**src/rtl/tlu_event_pkg.sv**
```systemverilog
// Shared types and constants for the TLU event scheduler.
// Build option TLU_EVENT_TS64_EN adds a fourth record word carrying TIME_STAMP[63:56].
package tlu_event_pkg;

   localparam logic [3:0] TRIG_HDR = 4'b1001;
   localparam logic [3:0] HB_HDR   = 4'b1010;
   localparam logic [3:0] TS_LO    = 4'b0001;
   localparam logic [3:0] TS_HI    = 4'b0010;
   localparam logic [3:0] TS_TOP   = 4'b0011;

   typedef enum logic [2:0] {
      ST_IDLE = 3'd0,
      ST_W0   = 3'd1,
      ST_W1   = 3'd2,
      ST_W2   = 3'd3,
      ST_W3   = 3'd4
   } tlu_state_e;

`ifdef TLU_EVENT_TS64_EN
   localparam int WORDS_PER_REC = 4;
   localparam int TS_USED_W     = 64;
`else
   localparam int WORDS_PER_REC = 3;
   localparam int TS_USED_W     = 56;
`endif

endpackage

```
**src/rtl/tlu_hb_timer.sv**
```systemverilog
// Heartbeat period counter with a sticky request flag cleared when the
// scheduler grants the heartbeat record.
module tlu_hb_timer
#(
   parameter int HB_CNT_W = 16
)
(
   input  logic                CLK40,
   input  logic                RST_N,
   input  logic                ENABLE,
   input  logic [HB_CNT_W-1:0] HB_PERIOD,
   input  logic                hb_clr,
   output logic                hb_pend
);

   logic [HB_CNT_W-1:0] hb_cnt;
   logic                hb_run;
   logic                hb_hit;

   assign hb_run = ENABLE && (HB_PERIOD != '0);
   // >= keeps the counter from running off to wrap-around if HB_PERIOD shrinks mid-count
   assign hb_hit = hb_run && (hb_cnt >= (HB_PERIOD - HB_CNT_W'(1)));

   always_ff @(posedge CLK40 or negedge RST_N) begin
      if (!RST_N) begin
         hb_cnt  <= '0;
         hb_pend <= 1'b0;
      end else begin
         if (!hb_run || hb_hit) begin
            hb_cnt <= '0;
         end else begin
            hb_cnt <= hb_cnt + HB_CNT_W'(1);
         end
         if (hb_hit) begin
            hb_pend <= 1'b1;
         end else if (hb_clr) begin
            hb_pend <= 1'b0;
         end
      end
   end

endmodule

```
**src/rtl/tlu_event_scheduler.sv**
```systemverilog
// Serialises trigger and heartbeat records into the TLU readout FIFO, one word per cycle.
// Build option TLU_EVENT_TS64_EN selects 4-word records (adds TS_TOP word).
module tlu_event_scheduler
   import tlu_event_pkg::*;
#(
   parameter int HB_CNT_W   = 16,
   parameter int LOST_CNT_W = 8
)
(
   input  logic                  CLK40,
   input  logic                  RST_N,
   input  logic                  ENABLE,
   input  logic                  TRIG,
   input  logic [31:0]           TRIG_ID,
   input  logic [63:0]           TIME_STAMP,
   input  logic [7:0]            SKIP_CNT,
   input  logic [7:0]            TIMEOUT_CNT,
   input  logic [HB_CNT_W-1:0]   HB_PERIOD,
   input  logic                  FIFO_FULL,
   output logic                  FIFO_WRITE,
   output logic [31:0]           FIFO_DATA,
   output logic [LOST_CNT_W-1:0] LOST_CNT,
   output logic                  BUSY,
   output tlu_state_e            DBG_STATE
);

   tlu_state_e           state;
   logic                 trig_pend;
   logic [27:0]          pend_id;
   logic [TS_USED_W-1:0] pend_ts;
   logic [31:0]          rec_hdr;
   logic [TS_USED_W-1:0] rec_ts;
   logic                 hb_pend;
   logic                 grant_trig;
   logic                 grant_hb;
   logic                 unused_bits;

`ifdef TLU_EVENT_TS64_EN
   assign unused_bits = ^TRIG_ID[31:28];
`else
   assign unused_bits = ^{TRIG_ID[31:28], TIME_STAMP[63:56]};
`endif

   // Write handshake: FIFO_WRITE already includes !FIFO_FULL, so any cycle with
   // FIFO_WRITE=1 transfers FIFO_DATA; while full, state and FIFO_DATA hold.
   assign FIFO_WRITE = (state != ST_IDLE) && !FIFO_FULL;
   assign grant_trig = (state == ST_IDLE) && trig_pend;
   assign grant_hb   = (state == ST_IDLE) && !trig_pend && hb_pend;
   assign BUSY       = trig_pend | hb_pend | (state != ST_IDLE);
   assign DBG_STATE  = state;

   tlu_hb_timer #(
      .HB_CNT_W (HB_CNT_W)
   ) u_hb_timer (
      .CLK40     (CLK40),
      .RST_N     (RST_N),
      .ENABLE    (ENABLE),
      .HB_PERIOD (HB_PERIOD),
      .hb_clr    (grant_hb),
      .hb_pend   (hb_pend)
   );

   // One-deep trigger buffer; a slot freed by this cycle's grant can be refilled at once
   always_ff @(posedge CLK40 or negedge RST_N) begin
      if (!RST_N) begin
         trig_pend <= 1'b0;
         pend_id   <= '0;
         pend_ts   <= '0;
         LOST_CNT  <= '0;
      end else begin
         if (grant_trig) begin
            trig_pend <= 1'b0;
         end
         if (ENABLE && TRIG) begin
            if (!trig_pend || grant_trig) begin
               trig_pend <= 1'b1;
               pend_id   <= TRIG_ID[27:0];
               pend_ts   <= TIME_STAMP[TS_USED_W-1:0];
            end else if (LOST_CNT != '1) begin
               LOST_CNT <= LOST_CNT + LOST_CNT_W'(1);
            end
         end
      end
   end

   always_ff @(posedge CLK40 or negedge RST_N) begin
      if (!RST_N) begin
         state   <= ST_IDLE;
         rec_hdr <= '0;
         rec_ts  <= '0;
      end else begin
         case (state)
            ST_IDLE: begin
               if (grant_trig) begin
                  rec_hdr <= {TRIG_HDR, pend_id};
                  rec_ts  <= pend_ts;
                  state   <= ST_W0;
               end else if (grant_hb) begin
                  rec_hdr <= {HB_HDR, 12'b0, TIMEOUT_CNT, SKIP_CNT};
                  rec_ts  <= TIME_STAMP[TS_USED_W-1:0];
                  state   <= ST_W0;
               end
            end
            ST_W0: if (FIFO_WRITE) state <= ST_W1;
            ST_W1: if (FIFO_WRITE) state <= ST_W2;
            ST_W2: if (FIFO_WRITE) state <= (WORDS_PER_REC > 3) ? ST_W3 : ST_IDLE;
            ST_W3: if (FIFO_WRITE) state <= ST_IDLE;
            default: state <= ST_IDLE;
         endcase
      end
   end

   always_comb begin
      FIFO_DATA = '0;
      case (state)
         ST_W0: FIFO_DATA = rec_hdr;
         ST_W1: FIFO_DATA = {TS_LO, rec_ts[27:0]};
         ST_W2: FIFO_DATA = {TS_HI, rec_ts[55:28]};
`ifdef TLU_EVENT_TS64_EN
         ST_W3: FIFO_DATA = {TS_TOP, 20'b0, rec_ts[63:56]};
`endif
         default: FIFO_DATA = '0;
      endcase
   end

endmodule
```
**config.mk**
```make
export PLATFORM = sky130hd
export DESIGN_NAME = tlu_event_scheduler
export DESIGN_NICKNAME = d
export VERILOG_FILES = /design/src/rtl/tlu_event_pkg.sv /design/src/rtl/tlu_hb_timer.sv /design/src/rtl/tlu_event_scheduler.sv
export SDC_FILE = /design/constraint.sdc
export NUM_CORES = 1
export LEC_CHECK = 0
export ABC_AREA = 1
export BUFFER_PORTS_ARGS = -buffer_cell sky130_fd_sc_hd__clkbuf_2
export CAP_MARGIN = 20
export CORE_ASPECT_RATIO = 1.2
export CORE_UTILIZATION = 53
export CTS_CLUSTER_SIZE = 40
export DETAILED_ROUTE_END_ITERATION = 7
export GPL_TIMING_DRIVEN = 0
export MAX_ROUTING_LAYER = met4
export PLACE_DENSITY = 0.76
export SLEW_MARGIN = 10
export SYNTH_ARGS = -nofsm -noshare
export SYNTH_HDL_FRONTEND = slang
export SYNTH_SLANG_ARGS = --single-unit
```
**constraint.sdc**
```tcl
create_clock -name CLK40 -period 3.5 [get_ports CLK40]
set_clock_uncertainty 0.15 [all_clocks]
set_input_delay 0.35 -clock CLK40 [delete_from_list [all_inputs] [get_ports CLK40]]
set_output_delay 0.35 -clock CLK40 [all_outputs]
set_load 0.005 [all_outputs]
```
* Word-level counts from Yosys, hierarchy flattened
Index checks and enable logic that the tools add are counted.
** Cells by class
- $lt $le $gt $ge :: 1
- Reductions and logical operators :: 22
- Bitwise gates (word level) :: 3
- Equal/unequal tests :: 9
- Add/sub/neg operators :: 3
- Multiplexer cells :: 17
** Operators with widths (number)
- $mux W56 :: 2
- $pmux W32 S3 :: 1
- $mux W32 :: 2
- $add A16 B1 Y16 const B :: 1
- $ge A16 B16 Y1 :: 1
- $mux W16 :: 1
- $reduce_bool A16 Y1 :: 1
- $sub A16 B1 Y16 const B :: 1
- $mux W3 :: 5
- $pmux W3 S4 :: 1
- $add A8 B1 Y8 const B :: 1
- $ne A8 B8 Y1 const B :: 1
- $logic_and A1 B1 Y1 :: 7
- $eq A3 B2 Y1 const B :: 2
- $mux W1 :: 5
- $ne A2 B2 Y1 const B :: 2
- $reduce_and A2 Y1 :: 2
- $reduce_and A4 Y1 :: 1
- $reduce_bool A2 Y1 :: 2
- $eq A3 B1 Y1 const B :: 1
- $eq A3 B3 Y1 const B :: 1
- $logic_not A1 Y1 :: 3
- $logic_not A3 Y1 :: 1
- $ne A3 B3 Y1 const B :: 1
- 7 further kinds :: 9
** Storage, ports and cells
- Output and inout bits :: 45
- Input port bits :: 133
- Logic and storage cells :: 64
- Register bits after elaboration :: 201

* Depth between registers and ports, before layout
- Depth in word-level cells :: 6
- Gate-level depth with buffers :: 17
- Gate-level depth less buffers :: 17

* Cells and area by module
A second synthesis with hierarchy kept.
** Unflattened totals
- Cells, all modules :: 1235
- Area total of the unflattened synthesis :: 9965.8 um2
** By module, submodules not included
- tlu_event_scheduler :: cells each 1010, seq. area each 4554.4 um2, instances 1, area an instance 8316.7 um2
- tlu_hb_timer :: cells each 225, seq. area each 425.4 um2, instances 1, area an instance 1649.1 um2

* Worst setup path before layout
Ideal clock, no wire load.
- Path type :: input port to flip-flop
- Start point :: input port HB_PERIOD[0]
- End point :: register u_hb_timer.hb_cnt[10]
- Arrival :: 2099 ps
- Buffers on the path :: 1
- Stages :: 17
- Path slack :: 1131 ps
- Setup time :: 120 ps
- Data required time :: 3230 ps
- Cells stage by stage :: inv_1 > ha_1 > nand3b_1 > nor2_1 > xor2_1 > inv_1 > ha_1 > nand2_1 > inv_1 > nand2_1 > nor2_1 > nor2_1 > nand2_1 > nand2_1 > nand3_2 > buf_2 > nor2_1
** Between the ends
- Cells in the longest elaborated chain, start to end :: 5
- Elaborated cells between the ends (all ways) :: 8
- Classes of those cells :: add/sub (1); order compare (1); mux (1); reduce/logical (5)
** Ends and longest elaborated chain
- start: declaration :: line tlu_event_scheduler.sv:18 : input logic [HB_CNT_W-1:0] HB_PERIOD,
- $sub A16 B1 Y16 or $reduce_bool A16 Y1 (tied branches) :: line tlu_hb_timer.sv:22, tlu_hb_timer.sv:20
- $ge A16 B16 Y1 or $logic_and A1 B1 Y1 (tied branches) :: line tlu_hb_timer.sv:22, tlu_hb_timer.sv:20
- $logic_and A1 B1 Y1 or $logic_not A1 Y1 (tied branches) :: line tlu_hb_timer.sv:22, tlu_hb_timer.sv:29
- $logic_or A1 B1 Y1 (*) :: line tlu_hb_timer.sv:29 : if (!hb_run || hb_hit) begin
- $mux W16 (*) :: line tlu_hb_timer.sv:29
- end signal: assignment :: line tlu_hb_timer.sv:32 : hb_cnt <= hb_cnt + HB_CNT_W'(1);
- end: declaration :: line tlu_hb_timer.sv:16 : logic [HB_CNT_W-1:0] hb_cnt;
Every way passes the cells marked *; elsewhere a longest branch is shown, timed or not.
A chain may end at the register's enable or synchronous reset.

* Worst setup path after layout
- Start point :: register state[0], in the netlist DBG_STATE[0]
- End point :: output port FIFO_DATA[7]
** Between the ends
- Cells in the longest elaborated chain, start to end :: 2
- Elaborated cells between the ends (all ways) :: 4
- Classes of those cells :: eq/ne (3); mux (1)
** Ends and longest elaborated chain
- start: declaration :: line tlu_event_scheduler.sv:27 : tlu_state_e state;
- start signal: assignment :: line tlu_event_scheduler.sv:106 : ST_W2: if (FIFO_WRITE) state <= (WORDS_PER_REC > 3) ? ST_W3 : ST_IDLE;
- $eq A3 B2 Y1 or $eq A3 B1 Y1 (tied branches) :: line tlu_event_scheduler.sv:115 : case (state)
- $pmux W32 S3 (*) :: line tlu_event_scheduler.sv:115
- end: declaration :: line tlu_event_scheduler.sv:21 : output logic [31:0] FIFO_DATA,
Marked as above.

==> results_dict.tcl <==
set metrics [dict create \
    starting_density_pct 53.9 \
    drive_above_1_share_pct 18.6 \
    power_density_over_cell_area_nw_per_um2 800 \
    design.core.area_um2 18100 \
    ff_latch_area_um2 4980 \
    intPower_mw 5.80 \
    sw_frac_of_total_pct 37.7 \
    number_of_antenna_violations_at_the_first_check_in_global_routing 1 \
    final_min_period_over_clock_period_pct 88.0 \
    worst_path_largest_cell_delay_ps 520 \
    violated_checks "design-rule violations" \
    netlist-cell-type-count 34 \
    timing.critical_path.cells "inv_1, ha_1, buf_4, inv_2, clkbuf_1, buf_2, nand2_1, inv_1, clkbuf_2" \
    cts_resized 0 \
    critPathLaunchType "flop" \
    peakVddDrop_uv 435 \
    post-synth-top-count-cell "nand2_1" \
    fillerInstances 1579 \
    timing.critical_path.mode_cell "inv_1" \
    die_w_um 126 \
    h-tree-depth 4 \
    rows 54 \
    cts_tree "yes" \
    gate_count_after_technology_mapping 1185 \
    finish.net_count 1534 \
    timing.critical_path.to_type "output pin" \
    wl_per_cell_um 15.8 \
    p_clk_share_pct 22.6 \
    max_slew_margin_pct 56.3 \
    synth_top_flop_cell "dfrtp_1" \
    worst-path-buf-inv 7 \
    fmax_mhz 325 \
    worstPathRequired_ps 3000 \
    rsz0062_at_grt "false" \
    crit_fanout 10 \
    cts_hold_buf 7 \
    timing.final.max_slew_violations 0 \
    leading_post_synthesis_cells_by_instance_count "392 x nand2_1, 199 x dfrtp_1, 131 x inv_1" \
    synth-seq-cells 199 \
    global_placer_s_final_weighted_congestion 0.877 \
    p_leak_nw 6.13 \
    timing.max_cap.violations 0 \
    clock_net_sink_count 199 \
    fin_util_pct 64.3 \
    netlist_top_cells_area "dfrtp_1 51%, nand2_1 15%, inv_1 5.0%" \
    placedInstanceArea_um2 10900 \
    wirelength_mm 25.5 \
    multi_input_area_um2 3980 \
    synth_top_cell_area_share_pct 51.0 \
    globalRouteTotalUtil_pct 29.1 \
    synth.yosys.seq_area_share_pct 51.0 \
    critical-path-slowest-cell "dfrtp_1" \
    synth_top_cell_by_area "dfrtp_1" \
    clk_latency_ps 430 \
    io_pins 178 \
    run_status "finished, violations left" \
    drc 1 \
    min_path_type "in2reg" \
    die_h_um 151 \
    cts_setup_buffers 0 \
    timing.critical_path.arrival_ps 2580 \
    synth_warnings 0 \
    grt_pass1_vias 8147 \
    worst_path_clk_slew_ps 70 \
    postSynth.asyncResetShare_pct 100 \
    final.min_clock_period_ps 3080 \
    cell_area_synth_um2 9770 \
    worst_path_dominant_cell_family "buffers and inverters" \
    port_buffers 163 \
    antenna_left 0 \
    power.combinational.fraction_pct 35.8 \
    viasPerCell 5.26 \
    area.growth.synth_to_final_pct 19.2 \
    cts-buffers-inserted 17 \
    grt_max_degree 97 \
    grt_first_pass_wirelength_mm 41.0 \
    grt.overflow.total 0 \
    synthesis.area_per_instance_um2 8.24 \
    drtPass1Iterations 7 \
    switchingPower_mw 3.51 \
    finalSetupViolations 0 \
    worst-slew-pin-transition_ps 656 \
    cts-root-to-sink-buffers 2 \
    synth-edff-count 0 \
    criticalPathCategory "reg2out" \
    share_seq_of_total_power_pct 41.7 \
    dp_hpwl_mm 19.3 \
    initial_drt_markers 658 \
    finalInstanceArea_um2 11600 \
    via_count 8497 \
    hold_violations 0 \
    cts_root_buf "clkbuf_16" \
    die_area_um2 19000 \
]
## layout make-up
| cell class | instances | share of cell area [%] |
|---|---|---|
| inverters | 136 | 4.38 |
| flip-flops and latches | 199 | 42.8 |
| clock inverters | 11 | 1.38 |
| plain buffers | 58 | 2.59 |
| well taps | 224 | 2.41 |
| clock buffers | 21 | 4.13 |
| diodes | 1 | 0.0215 |
| multi-input cells | 793 | 34.2 |
| repair buffers | 172 | 8.16 |
## stage by stage
stage	hold WS (ps)	total power [mW]	instances	setup slack (ps)	setup TNS, ps
after floorplan	-95.6	5.92	1186	1130	0
after global placement	297	7.07	1573	-1920	-379330
after detailed placement	116	7.20	1575	666	0
after CTS	1.38	9.32	1614	444	0
after global routing	4.49	9.97	1615	270	0
final	2.42	9.31	1615	419	0
## cell families after synthesis
kind of cell | share of synthesized area [%]
flops | 51.0
simple gates | 21.8
compound gates | 11.5
fa+ha+maj | 3.07
mux | 1.96
buf+inv | 8.31
xor+xnor | 2.33
other cells | 0.0384
## routing by layer
metal	routed length [um]	vias up	track usage [%]
met5	0	-	-
met4	785	0	11.6
met3	1540	45	5.22
met2	12500	270	47.4
met1	10700	4038	36.2
li1	-	4144	-
## placed cells by master (no fill, tap or decap), drive strengths merged, types with 2 or more instances in the layout
cell type / count
nand2: 394
clkbuf: 208
dfrtp: 199
inv: 140
o21ai: 95
nor2: 82
o211ai: 55
nand3: 45
a21oi: 36
buf: 36
ha: 24
xor2: 17
mux2: 17
xnor2: 9
dlygate4sd3: 7
nand4: 4
nor3: 4
nand3b: 3
bufinv: 3
o31ai: 2
conb: 2
clkinvlp: 2
clkinv: 2
## power by group through the flow
stage                     clock network [mW]  registers [mW]  logic, mW
after CTS                               2.12            3.86       3.34
after global routing                    2.22            3.97       3.78
after detailed placement                   0            3.89       3.30
after floorplan                            0            3.69       2.23
after global placement                     0            3.86       3.20
final                                   2.10            3.88       3.33
## worst paths after layout
| check | endpoint | slack, ps | start | cells after the start |
|---|---|---|---|---|
| max | FIFO_DATA[7] | 420 | DBG_STATE[0]$_DFFE_PN0P_ | 9 |
| min | pend_id[4]$_DFFE_PN0P_ | 2 | TRIG_ID[4] | 2 |
| max reg2reg | pend_ts[51]$_DFFE_PN0P_ | 1150 | DBG_STATE[0]$_DFFE_PN0P_ | 8 |
| min reg2reg | rec_hdr[31]$_DFFE_PN0P_ | 320 | rec_hdr[31]$_DFFE_PN0P_ | 2 |
| max in group asynchronous | pend_ts[16]$_DFFE_PN0P_ | 2250 | RST_N | 3 |
| min in group asynchronous | LOST_CNT[0]$_DFFE_PN0P_ | 230 | RST_N | 2 |
## state kept, by name, summed over array words and instances (netlist names)
signal,count
pend_ts,56
trig_pend,1
u_hb_timer.hb_pend,1
rec_ts,56
DBG_STATE,2
rec_hdr,31
LOST_CNT,8
pend_id,28
u_hb_timer.hb_cnt,16
Power figures use the tool's default switching activity.
